**src/rtl/mem_port_arbiter.sv**
```systemverilog
// Two-port (I/D) to single pmem port arbiter.
// D-side wins by default; a streak limit keeps I from starving.
module mem_port_arbiter #(
  parameter int WIDTH        = 16,
  parameter int MAX_D_STREAK = 4
) (
  input  logic             clk,
  input  logic             reset_n,
  input  logic [WIDTH-1:0] I_mem_address,
  input  logic             I_mem_read,
  output logic             I_mem_resp,
  output logic [WIDTH-1:0] I_mem_rdata,
  input  logic [WIDTH-1:0] D_mem_address,
  input  logic             D_mem_read,
  input  logic             D_mem_write,
  input  logic [1:0]       D_mem_byte_enable,
  input  logic [WIDTH-1:0] D_mem_wdata,
  output logic             D_mem_resp,
  output logic [WIDTH-1:0] D_mem_rdata,
  output logic [WIDTH-1:0] pmem_address,
  output logic             pmem_read,
  output logic             pmem_write,
  output logic [1:0]       pmem_wmask,
  output logic [WIDTH-1:0] pmem_wdata,
  input  logic             pmem_resp,
  input  logic [WIDTH-1:0] pmem_rdata
);

  localparam int SW = $clog2(MAX_D_STREAK + 1);
  localparam logic [SW-1:0] SMAX = SW'(MAX_D_STREAK);

  typedef enum logic [2:0] {
    IDLE,
    BUSY_I,
    BUSY_D,
    RESP_I,
    RESP_D
  } state_e;

  state_e           state_q;
  logic [SW-1:0]    streak_q;
  logic             i_resp_q;
  logic             d_resp_q;
  logic [WIDTH-1:0] i_rdata_q;
  logic [WIDTH-1:0] d_rdata_q;
  logic [WIDTH-1:0] addr_q;
  logic             rd_q;
  logic             wr_q;
  logic [1:0]       wmask_q;
  logic [WIDTH-1:0] wdata_q;

  logic             d_pend;
  logic             i_forced;
  logic             d_win;
  logic             i_win;
  logic [SW-1:0]    streak_d;

  always_comb begin
    d_pend   = D_mem_read | D_mem_write;
    i_forced = I_mem_read && (streak_q == SMAX);
    d_win    = d_pend && !i_forced;
    i_win    = I_mem_read && !d_win;
    streak_d = '0;
    if (I_mem_read)
      streak_d = (streak_q == SMAX) ? streak_q
                                    : streak_q + SW'(1);
  end

  always_ff @(posedge clk or negedge reset_n) begin
    if (!reset_n) begin
      state_q   <= IDLE;
      streak_q  <= '0;
      i_resp_q  <= 1'b0;
      d_resp_q  <= 1'b0;
      i_rdata_q <= '0;
      d_rdata_q <= '0;
      addr_q    <= '0;
      rd_q      <= 1'b0;
      wr_q      <= 1'b0;
      wmask_q   <= '0;
      wdata_q   <= '0;
    end else begin
      unique case (state_q)
        IDLE: begin
          unique case (1'b1)
            d_win: begin
              state_q  <= BUSY_D;
              streak_q <= streak_d;
              addr_q   <= D_mem_address;
              wr_q     <= D_mem_write;
              rd_q     <= !D_mem_write;
              wmask_q  <= D_mem_write ? D_mem_byte_enable
                                      : 2'b11;
              wdata_q  <= D_mem_write ? D_mem_wdata
                                      : '0;
            end
            i_win: begin
              state_q  <= BUSY_I;
              streak_q <= '0;
              addr_q   <= I_mem_address;
              wr_q     <= 1'b0;
              rd_q     <= 1'b1;
              wmask_q  <= 2'b11;
              wdata_q  <= '0;
            end
            default: state_q <= IDLE;
          endcase
        end
        BUSY_I: begin
          if (pmem_resp) begin
            rd_q      <= 1'b0;
            wr_q      <= 1'b0;
            i_rdata_q <= pmem_rdata;
            i_resp_q  <= 1'b1;
            state_q   <= RESP_I;
          end
        end
        BUSY_D: begin
          if (pmem_resp) begin
            rd_q      <= 1'b0;
            wr_q      <= 1'b0;
            d_rdata_q <= pmem_rdata;
            d_resp_q  <= 1'b1;
            state_q   <= RESP_D;
          end
        end
        RESP_I: begin
          i_resp_q <= 1'b0;
          state_q  <= IDLE;
        end
        RESP_D: begin
          d_resp_q <= 1'b0;
          state_q  <= IDLE;
        end
        default: state_q <= IDLE;
      endcase
    end
  end

  assign I_mem_resp   = i_resp_q;
  assign I_mem_rdata  = i_rdata_q;
  assign D_mem_resp   = d_resp_q;
  assign D_mem_rdata  = d_rdata_q;
  assign pmem_address = addr_q;
  assign pmem_read    = rd_q;
  assign pmem_write   = wr_q;
  assign pmem_wmask   = wmask_q;
  assign pmem_wdata   = wdata_q;

endmodule
```
**config.mk**
```make
export PLATFORM = sky130hd
export DESIGN_NAME = mem_port_arbiter
export DESIGN_NICKNAME = d
export VERILOG_FILES = /design/src/rtl/mem_port_arbiter.sv
export SDC_FILE = /design/constraint.sdc
export NUM_CORES = 1
export LEC_CHECK = 0
export BUFFER_PORTS_ARGS = -buffer_cell sky130_fd_sc_hd__buf_4
export CAP_MARGIN = 20
export CORE_AREA = 2 2 93 117
export CTS_CLUSTER_SIZE = 30
export DETAILED_ROUTE_END_ITERATION = 8
export DIE_AREA = 0 0 95 119
export PLACE_DENSITY_LB_ADDON = 0.1
export RECOVER_POWER = 50
export SLEW_MARGIN = 20
export SYNTH_ARGS = -nofsm -noshare
export SYNTH_HDL_FRONTEND = slang
export SYNTH_SLANG_ARGS = --single-unit
```
**constraint.sdc**
```tcl
create_clock -name clk -period 1.6 [get_ports clk]
set_input_delay 0.08 -clock clk [delete_from_list [all_inputs] [get_ports clk]]
set_output_delay 0.08 -clock clk [all_outputs]
set_load 0.02 [all_outputs]
```
==> results.md <==
* Iter 0 DRT Violations at 96
* Clock slew at reported path FFs at 60 ps
* DRC violations left at 0
* Design area at 5020 µm²
* Syn nets at 327
* Max_cap viols at 0
* Routed len/inst at 15.1 µm
* Clock root buffer: clkbuf_16
* Post-DP Area at 4500 µm²
* Worst-skew pair later-pin latency at 330 ps
* GRT overflow at 0
* Vias in the first global route at 2,875
* EDFF count, synth at 0
* ANT nets after route at 0
* First-pass GRT wire length at 14.0 mm
* CP arrival at 1740 ps
* P per Cell Area at 1930 nW/µm²
* CTS tree: done
* Synth Area in Adders at 0.00781
* Die H at 119 µm
* Rows at 42
* Ys async rst share at 1.00
* Register bit total from synthesis at 76
* Least-Margin Pin Slew at 577 ps
* Max Slew Vio Count at 0
* H-tree levels at 3
* Slew HR at 0.615
* Min cycle time layout at 1520 ps
* Total GRT Usage at 0.160
* DR pass1 iterations at 5
* Critical path endpoint category: flip-flop
* Final hold viol count at 0
* Syn Inst Count at 253
* R2r setup slk at 80 ps
* Clock buffer depth at 2
* Layout cells sized above 1 at 0.413
* Chip Width at 95 µm
* Largest net degree at the start of global routing at 37
* Xor-xnor portion of the synthesized cell area at 0.00273
* IO buf count at 141
* Clock skew at 6.42 ps
* Layout fillers at 975
* Crit start category: flip-flop
* Period Utilization, post-route at 0.953
* CORE AREA at 10,400 µm²
* Post-DP HPWL at 6.00 mm
* Starting density of the core at 0.310
* Sequential fraction of the synthesis area at 0.593
* Diode count at 0
* YS warnings at 0
* Most frequent cells in the layout: buf_4, dfrtp_1, dlygate4sd3_1
* RSZ-0062 raised after global routing: no
* Clk sinks at 76
* Post-synth top flop: dfrtp_1
* Vias per cell at 4.81
* Die ar. at 11,300 µm²
* Leak at 2.27 nW
* Crit path max fanout at 16
* # setup viols final at 0
* Highest Clock Rate at 656 MHz
* Post-synthesis mux area share at 0.119
* Final wirelength at 8.73 mm
* Post-synthesis simple-gate area fraction at 0.0597
* Gpl congestion at 0.742
* Outcome: complete, no violations
* Initial antenna violation count at 0
* Area of the mapped netlist at 3210 µm²
* Crit Path Category: reg -> reg
* Most common cell after layout, fill and taps aside: buf_4
* Worst path required time at 1810 ps
* Synth Area per Inst at 12.7 µm²
* Ports at 142
* Overall power at 9.67 mW
* Post-synth cell types at 36
* Layout Nets at 514
* VDD IR max at 0.779 mV
* # Post-CTS Setup Buffers at 0
* Synthesis-to-layout area growth at 56.5%
* Via count at 2,775
* Synth Area in Compound Gates at 0.170
* CTS Buf Count at 9
* Hold WC Path Type: in -> reg
* Main combinational cell family by area after synthesis: compound AO/OA/AOI/OAI gates
[flip-flops by register name, summed over array words and instances, names as in the netlist]
register,flops
D_mem_rdata,16
D_mem_resp,1
I_mem_rdata,16
I_mem_resp,1
pmem_address,16
pmem_read,1
pmem_wdata,16
pmem_wmask,2
pmem_write,1
state_q,3
streak_q,3
[cells in the mapped netlist, types with 2 or more instances]
library cell | instances | area share
a21oi_1 | 21 | 0.033
a22o_1 | 16 | 0.044
a2bb2oi_1 | 2 | 0.0055
a31oi_1 | 17 | 0.033
buf_2 | 7 | 0.011
buf_4 | 3 | 0.0070
buf_6 | 5 | 0.018
clkbuf_1 | 4 | 0.0047
dfrtp_1 | 76 | 0.59
ha_1 | 2 | 0.0078
inv_1 | 5 | 0.0059
mux2_2 | 32 | 0.11
nand2b_1 | 2 | 0.0039
nand3_1 | 19 | 0.030
o21ai_0 | 20 | 0.031
o22a_1 | 2 | 0.0055
[final timing paths]
kind	startpoint	endpoint	cells past startpoint
setup / recovery	state_q[2]$_DFFE_PN0P_	I_mem_rdata[6]$_DFFE_PN0P_	3
hold / removal	D_mem_address[12]	pmem_address[12]$_DFFE_PN0P_	3
setup reg to reg	state_q[2]$_DFFE_PN0P_	I_mem_rdata[6]$_DFFE_PN0P_	3
hold reg to reg	pmem_write$_DFFE_PN0P_	pmem_write$_DFFE_PN0P_	1
max in group asynchronous	reset_n	state_q[0]$_DFFE_PN0P_	3
min in group asynchronous	reset_n	pmem_address[10]$_DFFE_PN0P_	2
[worst max-delay path, cell delays in order (launching register included)]
cell      delay (ps)
dfrtp_1          460
nor4bb_4         400
buf_12           200
mux2_2           340
[layer usage]
layer  up-vias  GRT usage  wire [µm]
met4         0     0.0797        198
met2        98      0.257       4400
met3        16     0.0455        543
met1      1341      0.196       3590
li1       1320          -          -
met5         -          0          0
[cells by family (layout without fill, tap and decap cells)]
group / count (synthesis) / count (layout)
and+or+nand+nor: 31 / 31
buffers and inverters: 25 / 217
AOI/OAI and AO/OA: 84 / 84
muxes: 34 / 34
DFF: 76 / 76
xor gates and xnor gates: 1 / 1
adders and majority gates: 2 / 2
[through the flow]
step | utilization | hold WS [ps] | worst slack (ps) | instances | TNS (ps)
floorplan | - | -216 | 41.6 | 253 | 0
global placement | 0.434 | 1.83 | -10.2 | 526 | -141
detailed placement | 0.434 | 3.87 | -54.4 | 526 | -723
CTS | 0.498 | 22.7 | 43.3 | 577 | 0
global route | 0.485 | 35.5 | 4.55 | 577 | 0
finish | 0.485 | 43.6 | 75.7 | 577 | 0
[layout make-up]
class | count | area (µm²) | share of cell area
repair buffers | 196 | 1450 | 0.289
clock buffers | 10 | 239 | 0.0476
multi-input cells | 152 | 1180 | 0.235
clock inverters | 6 | 63.8 | 0.0127
well taps | 132 | 165 | 0.0329
inverters | 5 | 18.8 | 0.00374
flip-flops and latches | 76 | 1900 | 0.379
[what timing repair did]
| item | in CTS | in global routing |
|---|---|---|
| hold endpoints to repair | 107 | 0 |
| pin swaps | 1 | 0 |
| resized for setup | 1 | 2 |
| endpoints found under the setup margin | 17 | 13 |
| hold buffers | 35 | 0 |
[report_power, final]
| group | leakage [nW] | internal, mW | switching (mW) | total (mW) |
|---|---|---|---|---|
| combinational | 1.20 | 1.93 | 2.39 | 4.31 |
| sequential | 0.922 | 2.80 | 0.516 | 3.32 |
| clock | 0.144 | 1.25 | 0.785 | 2.03 |
(Power assumes the default switching activity.)
